`config.mk`:
```
export PLATFORM = sky130hd
export DESIGN_NAME = pipe_adder_flat
export DESIGN_NICKNAME = d
export VERILOG_FILES = /design/src/rtl/pipe_adder_if.sv /design/src/rtl/pipe_adder.sv /design/src/flat_wrapper.sv
export SDC_FILE = /design/constraint.sdc
export NUM_CORES = 1
export LEC_CHECK = 0
export ABC_CLOCK_PERIOD_IN_PS = 1700
export CORE_ASPECT_RATIO = 1.4
export CORE_MARGIN = 2
export CORE_UTILIZATION = 47
export DETAILED_ROUTE_END_ITERATION = 8
export PLACE_DENSITY = 0.74
export SYNTH_ARGS = -nofsm -noshare
export SYNTH_HDL_FRONTEND = slang
export SYNTH_SLANG_ARGS = --single-unit
```
`constraint.sdc`:
```
create_clock -name clk -period 1.7 [get_ports clk]
set_input_delay 0.34 -clock clk [delete_from_list [all_inputs] [get_ports clk]]
set_output_delay 0.34 -clock clk [all_outputs]
set_load 0.05 [all_outputs]
```
`src/rtl/pipe_adder_if.sv`:
```
// ---------------------------------------------------------------------------
// pipe_adder_if -- operand/result bus of the pipelined adder.
//
// Groups the input handshake (in_valid/in_ready), the operand set
// (a, b, carry_in, sub), the output handshake (out_valid/out_ready) and the
// result fields (sum, carry_out, overflow, zero).
//
// Modports:
//   master -- producer/consumer side: drives operands, in_valid, out_ready.
//   slave  -- the adder: drives in_ready, out_valid and the result fields.
// ---------------------------------------------------------------------------
interface pipe_adder_if #(
   parameter int WIDTH = 8
);
   // input side
   logic             in_valid;
   logic             in_ready;
   logic [WIDTH-1:0] a;
   logic [WIDTH-1:0] b;
   logic             carry_in;
   logic             sub;

   // output side
   logic             out_valid;
   logic             out_ready;
   logic [WIDTH-1:0] sum;
   logic             carry_out;
   logic             overflow;
   logic             zero;

   modport master (
      output in_valid, a, b, carry_in, sub, out_ready,
      input  in_ready, out_valid, sum, carry_out, overflow, zero
   );

   modport slave (
      input  in_valid, a, b, carry_in, sub, out_ready,
      output in_ready, out_valid, sum, carry_out, overflow, zero
   );
endinterface

```
`src/rtl/pipe_adder.sv`:
```
// ---------------------------------------------------------------------------
// pipe_adder -- carry-pipelined adder/subtractor with valid/ready flow control.
//
// The WIDTH-bit addition is split into STAGES = WIDTH/CHUNK chunks. Stage k
// adds operand chunk k plus the carry registered by stage k-1, so the carry
// chain per cycle is only CHUNK bits long. Operand chunks not yet consumed
// travel forward with the carry (skew), and the already-computed low sum
// chunks travel forward with it too (deskew), so the full result is aligned
// in the last stage, which doubles as the output register. Latency is STAGES
// cycles; throughput is one operand set per cycle.
//
// Ports:
//   clk  -- clock, rising edge
//   rst  -- synchronous, active-high reset; clears valid bits and outputs
//   bus  -- pipe_adder_if.slave:
//           in_valid/in_ready   operand handshake, in_ready = !out_valid || out_ready
//           a, b                operands
//           carry_in            LSB carry (add mode only)
//           sub                 0: a+b+carry_in, 1: a-b
//           out_valid/out_ready result handshake
//           sum                 result modulo 2^WIDTH
//           carry_out           MSB carry (sub mode: 1 = no borrow)
//           overflow            signed overflow
//           zero                sum == 0
// ---------------------------------------------------------------------------
module pipe_adder #(
   parameter int WIDTH = 8,
   parameter int CHUNK = 2
) (
   input logic         clk,
   input logic         rst,
   pipe_adder_if.slave bus
);

   localparam int STAGES = WIDTH / CHUNK;

   if ((WIDTH % CHUNK) != 0 || CHUNK < 1) begin : g_chunk_check
      $error("pipe_adder: WIDTH must be a positive multiple of CHUNK");
   end

   // ------------------------------------------------------------------------
   // Stage registers. Index k is the register written by stage k; the last
   // index is the output register. Operands are kept at full width and the
   // chunks a stage no longer needs are simply never read again.
   // ------------------------------------------------------------------------
   logic [STAGES-1:0] vld_q, vld_d;
   logic [STAGES-1:0] cy_q,  cy_d;
   logic [WIDTH-1:0]  a_q   [STAGES];
   logic [WIDTH-1:0]  a_d   [STAGES];
   logic [WIDTH-1:0]  b_q   [STAGES];   // b already inverted in sub mode
   logic [WIDTH-1:0]  b_d   [STAGES];
   logic [WIDTH-1:0]  sum_q [STAGES];   // low chunks filled in so far
   logic [WIDTH-1:0]  sum_d [STAGES];
   logic              ovf_q, ovf_d;
   logic              zero_q, zero_d;

   // single shared advance enable: the whole pipe moves or the whole pipe holds
   logic              adv;

   // per-stage working values, reused on every loop iteration
   int                prv;
   logic              stage_in_vld;
   logic [WIDTH-1:0]  op_a;
   logic [WIDTH-1:0]  op_b;
   logic              op_cin;
   logic [WIDTH-1:0]  part_sum;
   logic [CHUNK:0]    chunk_res;
   logic              msb_cin;

   always_comb begin
      // NOTE: every variable gets a default before any branch so no path can
      // leave one unassigned; that is what keeps this block free of latches.
      adv          = !vld_q[STAGES-1] || bus.out_ready;
      vld_d        = vld_q;
      cy_d         = cy_q;
      a_d          = a_q;
      b_d          = b_q;
      sum_d        = sum_q;
      ovf_d        = ovf_q;
      zero_d       = zero_q;
      prv          = 0;
      stage_in_vld = 1'b0;
      op_a         = '0;
      op_b         = '0;
      op_cin       = 1'b0;
      part_sum     = '0;
      chunk_res    = '0;
      msb_cin      = 1'b0;

      if (adv) begin
         for (int k = 0; k < STAGES; k++) begin
            // NOTE: the working values are blocking assignments on purpose:
            // each iteration reads what it has just computed, never last
            // cycle's value.
            prv = (k == 0) ? 0 : k - 1;
            if (k == 0) begin
               // stage 0 captures the operand set; subtraction is a + ~b + 1
               stage_in_vld = bus.in_valid;
               op_a         = bus.a;
               op_b         = bus.sub ? ~bus.b : bus.b;
               op_cin       = bus.sub | bus.carry_in;
               part_sum     = '0;
            end else begin
               stage_in_vld = vld_q[prv];
               op_a         = a_q[prv];
               op_b         = b_q[prv];
               op_cin       = cy_q[prv];
               part_sum     = sum_q[prv];
            end

            chunk_res = {1'b0, op_a[k*CHUNK +: CHUNK]}
                      + {1'b0, op_b[k*CHUNK +: CHUNK]}
                      + {{CHUNK{1'b0}}, op_cin};
            part_sum[k*CHUNK +: CHUNK] = chunk_res[CHUNK-1:0];

            // valid always shifts (bubbles included); data only moves with a
            // real operand set so idle stages, and the outputs, stay quiet
            vld_d[k] = stage_in_vld;
            if (stage_in_vld) begin
               a_d[k]   = op_a;
               b_d[k]   = op_b;
               sum_d[k] = part_sum;
               cy_d[k]  = chunk_res[CHUNK];
            end
         end

         // After the loop the working values describe the last stage: the
         // carry into the MSB is recovered from the MSB sum bit and operands.
         msb_cin = op_a[WIDTH-1] ^ op_b[WIDTH-1] ^ part_sum[WIDTH-1];
         if (stage_in_vld) begin
            ovf_d  = msb_cin ^ chunk_res[CHUNK];
            zero_d = (part_sum == '0);
         end
      end
   end

   always_ff @(posedge clk) begin
      if (rst) begin
         // NOTE: only control state and the visible result fields are reset;
         // intermediate operand/partial-sum registers are qualified by their
         // valid bits, so their contents after reset never matter.
         vld_q               <= '0;
         cy_q[STAGES-1]      <= 1'b0;
         sum_q[STAGES-1]     <= '0;
         ovf_q               <= 1'b0;
         zero_q              <= 1'b0;
      end else begin
         vld_q  <= vld_d;
         cy_q   <= cy_d;
         a_q    <= a_d;
         b_q    <= b_d;
         sum_q  <= sum_d;
         ovf_q  <= ovf_d;
         zero_q <= zero_d;
      end
   end

   assign bus.in_ready  = adv;
   assign bus.out_valid = vld_q[STAGES-1];
   assign bus.sum       = sum_q[STAGES-1];
   assign bus.carry_out = cy_q[STAGES-1];
   assign bus.overflow  = ovf_q;
   assign bus.zero      = zero_q;

endmodule

```
`src/flat_wrapper.sv`:
```
// flat-port wrapper written by rule: the top's interface ports become plain ports
module pipe_adder_flat 
#(
   parameter int WIDTH = 8,
   parameter int CHUNK = 2
)
  (clk, rst, bus_in_valid, bus_a, bus_b, bus_carry_in, bus_sub, bus_out_ready, bus_in_ready, bus_out_valid, bus_sum, bus_carry_out, bus_overflow, bus_zero);
  pipe_adder_if #(.WIDTH(WIDTH)) bus_i ();
  input logic clk;
  input logic rst;
  input wire logic [$bits(bus_i.in_valid)-1:0] bus_in_valid;
  input wire logic [$bits(bus_i.a)-1:0] bus_a;
  input wire logic [$bits(bus_i.b)-1:0] bus_b;
  input wire logic [$bits(bus_i.carry_in)-1:0] bus_carry_in;
  input wire logic [$bits(bus_i.sub)-1:0] bus_sub;
  input wire logic [$bits(bus_i.out_ready)-1:0] bus_out_ready;
  output wire logic [$bits(bus_i.in_ready)-1:0] bus_in_ready;
  output wire logic [$bits(bus_i.out_valid)-1:0] bus_out_valid;
  output wire logic [$bits(bus_i.sum)-1:0] bus_sum;
  output wire logic [$bits(bus_i.carry_out)-1:0] bus_carry_out;
  output wire logic [$bits(bus_i.overflow)-1:0] bus_overflow;
  output wire logic [$bits(bus_i.zero)-1:0] bus_zero;
  assign bus_i.in_valid = bus_in_valid;
  assign bus_i.a = bus_a;
  assign bus_i.b = bus_b;
  assign bus_i.carry_in = bus_carry_in;
  assign bus_i.sub = bus_sub;
  assign bus_i.out_ready = bus_out_ready;
  assign bus_in_ready = bus_i.in_ready;
  assign bus_out_valid = bus_i.out_valid;
  assign bus_sum = bus_i.sum;
  assign bus_carry_out = bus_i.carry_out;
  assign bus_overflow = bus_i.overflow;
  assign bus_zero = bus_i.zero;
  pipe_adder #(.WIDTH(WIDTH), .CHUNK(CHUNK)) u_core (.clk(clk), .rst(rst), .bus(bus_i));
endmodule
```
## Word level (Yosys, flattened, before mapping)

Cells that the tools add are included.

- Add/sub/neg operators: 8
- Mux-type cells: 18
- Bitwise operators: 6
- Reductions and logical operators: 7

Operator list:

| kind | count |
|---|---|
| 8-bit two-way mux | 9 |
| 2-bit by 2-bit adder with 3-bit output | 4 |
| 3-bit by 1-bit adder with 3-bit output | 4 |
| 3-bit AND reduction | 3 |
| 8-bit logical NOT | 1 |
| 1-bit two-way mux | 8 |
| 8-bit inverter | 1 |
| 6-bit two-way mux | 1 |
| 1-bit XOR | 3 |
| 2-bit AND reduction | 1 |
| 1-bit logical NOT | 1 |
| 1-bit logical OR | 1 |
| 1-bit inverter | 1 |
| 1-bit OR | 1 |

- Flip-flop bits (word level): 78
- Input port bits: 22
- Output and inout port bits: 13
- Word-level logic and storage cells: 56

## Logic depth before layout (Yosys ltp)

- Depth in word-level cells: 7
- Depth in mapped cells: 6

## Worst setup path after synthesis

OpenSTA, ideal clock, no wires.

- Path type: reg-to-reg
- Start point: register u_core.b_q[14] (netlist bit)
- End point: register u_core.ovf_q (netlist: u_core.bus.overflow)
- Arrival: 1.798 ns
- Slack: -0.165 ns
- Stages on the path, launching flop included: 7
- Buffers on the path: 0
- Path through: edfxtp_1 inv_1 fa_1 fa_1 xor3_1 nand3_1 a21oi_2

- Word-level cells in the longest chain between the ends: 5

RTL lines:

| item | RTL line | RTL |
|---|---|---|
| start: declaration | pipe_adder.sv:50 | `logic [WIDTH-1:0] b_q [STAGES];` |
| start signal: assignment | pipe_adder.sv:151 | `b_q <= b_d;` |
| 8-bit two-way mux (*) | pipe_adder.sv:90 | `if (adv) begin` |
| 2-bit by 2-bit adder with 3-bit output (*) | pipe_adder.sv:112 | `+ {1'b0, op_b[k*CHUNK +: CHUNK]}` |
| 3-bit by 1-bit adder with 3-bit output (*) | pipe_adder.sv:113 | `+ {{CHUNK{1'b0}}, op_cin};` |
| 1-bit XOR | pipe_adder.sv:129 | `msb_cin = op_a[WIDTH-1] ^ op_b[WIDTH-1] ^ part_sum[WIDTH-1];` |
| 1-bit XOR (*) | pipe_adder.sv:131 | `ovf_d = msb_cin ^ chunk_res[CHUNK];` |
| end signal: assignment | pipe_adder.sv:153 | `ovf_q <= ovf_d;` |
| end: declaration | pipe_adder.sv:54 | `logic ovf_q, ovf_d;` |

Mark *: on every way between the ends. The rest lies on a longest branch, timed or not. The select of a mux whose other input is x is not followed.
A chain may end at the register's enable or synchronous reset.

## Final worst setup path

- Start point: register u_core.b_q[14] (netlist bit)
- End point: register u_core.zero_q (netlist: u_core.bus.zero)

- Word-level cells in the longest chain between the ends: 4

RTL lines:

| item | RTL line | RTL |
|---|---|---|
| 8-bit two-way mux | pipe_adder.sv:90 |  |
| 2-bit by 2-bit adder with 3-bit output | pipe_adder.sv:112 |  |
| 3-bit by 1-bit adder with 3-bit output | pipe_adder.sv:113 |  |
| 8-bit logical NOT | pipe_adder.sv:132 | `zero_d = (part_sum == '0);` |
| end signal: assignment | pipe_adder.sv:154 | `zero_q <= zero_d;` |
| end: declaration | pipe_adder.sv:55 | `logic zero_q, zero_d;` |

No other way between the ends. The select of a mux whose other input is x is not followed.

==> flow_metrics.tcl <==
set metrics [dict create \
    core_um2 4540 \
    hold_viol_final 0 \
    max_freq_ghz 0.508 \
    p_seq_share_pct 58.1 \
    min_from "u_core.sum_q[16]$_DFFE_PP_" \
    status "finished, violations left" \
    r2r_end "u_core.bus.zero$_SDFFE_PP0P_" \
    die_h_um 85.2 \
    syn_avg_cell_area_um2 13.8 \
    r2r-start "u_core.b_q[14]$_DFFE_PP_" \
    drtIter0Drc 69 \
    min_to "u_core.sum_q[8]$_DFFE_PP_" \
    crit_type "flip-flop to flip-flop" \
    wl_mm 3.33 \
    arrival_ns 2.20 \
    min_path_cells 0 \
    antenna_cells 0 \
    chipWidth_um 62.0 \
    worst-slew-pin-transition_ns 0.246 \
    p_int_mw 2.02 \
    via_per_inst 4.83 \
    switchingPower_uw 530 \
    nets 229 \
    vias 1260 \
    grt_use_total_pct 14.9 \
    grt_max_degree 18 \
    cts_tree "yes" \
    grt_pass1_wl_mm 5.71 \
    worst_slack_ns -0.267 \
    grt_pass1_vias 1361 \
    insertion_delay_ns 0.30 \
    clock_power_share_pct 33.0 \
    ctsHtreeMaxLevel 2 \
    max_cap_violations 0 \
    grt_setup_unrepaired "true" \
    path_clk_slew_ns 0.09 \
    crit_top_cell "fa_2" \
    antenna_left 0 \
    ys_warn_count 0 \
    ys_seq_area_share_pct 66.4 \
    power_density_nw_per_um2 921 \
    dieArea_um2 5280 \
    final_layout_size_suffix_gt1_share_pct 22.6 \
    ys_top_cells_by_area "edfxtp_1 (53%), dfxtp_1 (14%), fa_1 (7.2%)" \
    wl_per_cell_um 12.7 \
    finalSetupViolCount 3 \
    slew_headroom_pct 83.4 \
    peakVddDrop_mv 0.548 \
    report.final.slew_viol_count 0 \
    total_power_mw 2.55 \
    yosys.area.top_type "edfxtp_1" \
    whs_ns 0.424 \
    std_cell_rows 29 \
    p_comb_share_pct 8.9 \
    netlist.area_leader.share_pct 52.9 \
    postCtsHoldBufs 0 \
    r2r_slack_ns -0.27 \
    dpl.hpwl_mm 2.55 \
    syn_inst 161 \
    end_kind "flip-flop" \
    fin_crit_ns 1.97 \
    p_sw_share_pct 20.8 \
    ys_async_sr_fraction_pct 0 \
    synthesis.nets 192 \
    syn_to_final_growth_pct 25.0 \
    io_pins 35 \
    synth.distinct_cells 26 \
    synth_edf_count 39 \
    io_buffer_count 34 \
    ys.flop_type "edfxtp_1" \
    antenna_found_initial 0 \
    path_cells "inv_2 -> fa_2 -> fa_2 -> nor4bb_4 -> nand4_1 -> a21oi_1" \
    required_ns 1.94 \
    fin_skew_ns 0.00223 \
    max_stage_delay_ns 0.55 \
    p_leak_nw 1.07 \
    violations "setup timing" \
    tns_ns -0.494 \
    startpoint_type "flip-flop" \
    hold_path.class "flip-flop to flip-flop" \
    overflow 0 \
    fill_cells 379 \
    gp_congestion 0.757 \
    start_util_pct 48.8 \
    cts_buffers 5 \
    post-route-period-util_pct 116 \
    cts_sinks 54 \
    drc 0 \
    ys_ff_latch 54 \
    final_util_pct 61.0 \
    slowest_stage "fa_2" \
    first_pass_iters 4 \
    worstPathMaxFanout 2 \
    pre_cts_slack_ns -0.506 \
    syn_area_um2 2210 \
    clk_path_buf_depth 2 \
    reg2regPathDepth 6 \
    cts-root-buf "clkbuf_8" \
]
-- how the worst max path moves through the flow --
stage	slack (ns)	to	startpoint
after floorplan	-0.04	u_core.bus.zero$_SDFFE_PP0P_	u_core.b_q[14]$_DFFE_PP_
final	-0.27	u_core.bus.zero$_SDFFE_PP0P_	u_core.b_q[14]$_DFFE_PP_
after CTS	-0.24	u_core.bus.zero$_SDFFE_PP0P_	u_core.b_q[14]$_DFFE_PP_
after global placement	-0.43	u_core.sum_q[25]$_DFFE_PP_	bus_sub
after detailed placement	-0.51	u_core.sum_q[25]$_DFFE_PP_	bus_sub
after global routing	-0.33	u_core.bus.zero$_SDFFE_PP0P_	u_core.b_q[14]$_DFFE_PP_
-- cells in the mapped netlist (2+ instances only) --
cell and count:
fa_1 8, buf_6 2, edfxtp_1 39, xor2_1 7
nand2_1 6, a311oi_1 3, inv_1 25, buf_4 9
dfxtp_1 15, nor2_1 2, o21ai_1 7, buf_2 3
a21oi_1 14, and2_1 3, nand3_1 7
-- layer usage --
layer | global-route usage [%] | wire, um | share of wire, % | up-vias
met1 | 13.9 | 1100 | 33 | 598
met3 | 5.18 | 182 | 5.5 | 9
met5 | 0 | 0 | 0 | -
li1 | - | - | - | 603
met2 | 27.8 | 1980 | 59 | 50
met4 | 5.03 | 70 | 2.1 | 0
-- metrics by stage --
step / area, um2 / std cells
after global placement: 2620 / 252
after floorplan: 2230 / 161
after global routing: 2770 / 261
final: 2770 / 261
after detailed placement: 2620 / 252
after CTS: 2750 / 260
-- power groups by stage --
stage / sequential (mW) / combinational [mW] / clock, mW
6_report: 1.48 / 0.227 / 0.842
5_1_grt: 1.49 / 0.252 / 0.924
4_1_cts: 1.48 / 0.227 / 0.863
3_5_place_dp: 1.51 / 0.224 / 0
3_3_place_gp: 1.51 / 0.212 / 0
2_1_floorplan: 1.51 / 0.122 / 0
-- cell usage in the layout (no fill, tap or decap), types with 6 or more instances in the layout --
| cell | netlist | final |
|---|---|---|
| a21oi_1 | 14 | 14 |
| buf_4 | 9 | 21 |
| o21ai_1 | 7 | 7 |
| inv_1 | 25 | 24 |
| clkdlybuf4s50_1 | 0 | 19 |
| dfxtp_1 | 15 | 15 |
| xor2_1 | 7 | 7 |
| nand2_1 | 6 | 6 |
| nand3_1 | 7 | 6 |
| edfxtp_1 | 39 | 39 |
-- sequential cells by signal (all words and copies together) (netlist names) --
| register | cells |
|---|---|
| u_core.a_q | 12 |
| u_core.b_q | 12 |
| u_core.sum_q | 12 |
| u_core.bus.sum | 8 |
| u_core.cy_q | 4 |
| u_core.vld_q | 4 |
| u_core.bus.overflow | 1 |
| u_core.bus.zero | 1 |
-- worst max-delay path: cells and delay by family, from the launching register on --
family	cells	cell delay [ns]
buf+inv	1	0.04
flops	1	0.35
simple gates	2	0.40
fa+ha+maj	2	0.93
compound gates	1	0.17
-- cell families after synthesis --
group / after synthesis / share of synthesized area, %
fa+ha+maj: 9 / 7.80
simple gates: 22 / 5.42
xor+xnor: 9 / 4.24
compound gates: 26 / 6.55
flops: 54 / 66.4
buf+inv: 41 / 9.55
-- final cells by class --
cell class	instances	area, um2	area share [%]
clock buffers	5	68.8	2.49
clock inverters	3	43.8	1.58
inverters	26	103	3.71
multi-input cells	66	578	20.9
flip-flops and latches	54	1470	53.2
well taps	62	77.6	2.80
repair buffers	45	425	15.4
-- repair_timing --
item                                    in CTS  in global routing
gates resized for setup                      7                  3
pin swaps                                    0                  3
hold endpoints to repair                     0                  0
setup buffers                                0                  1
endpoints found under the setup margin       3                  5
Power figures use the tool's default switching activity.
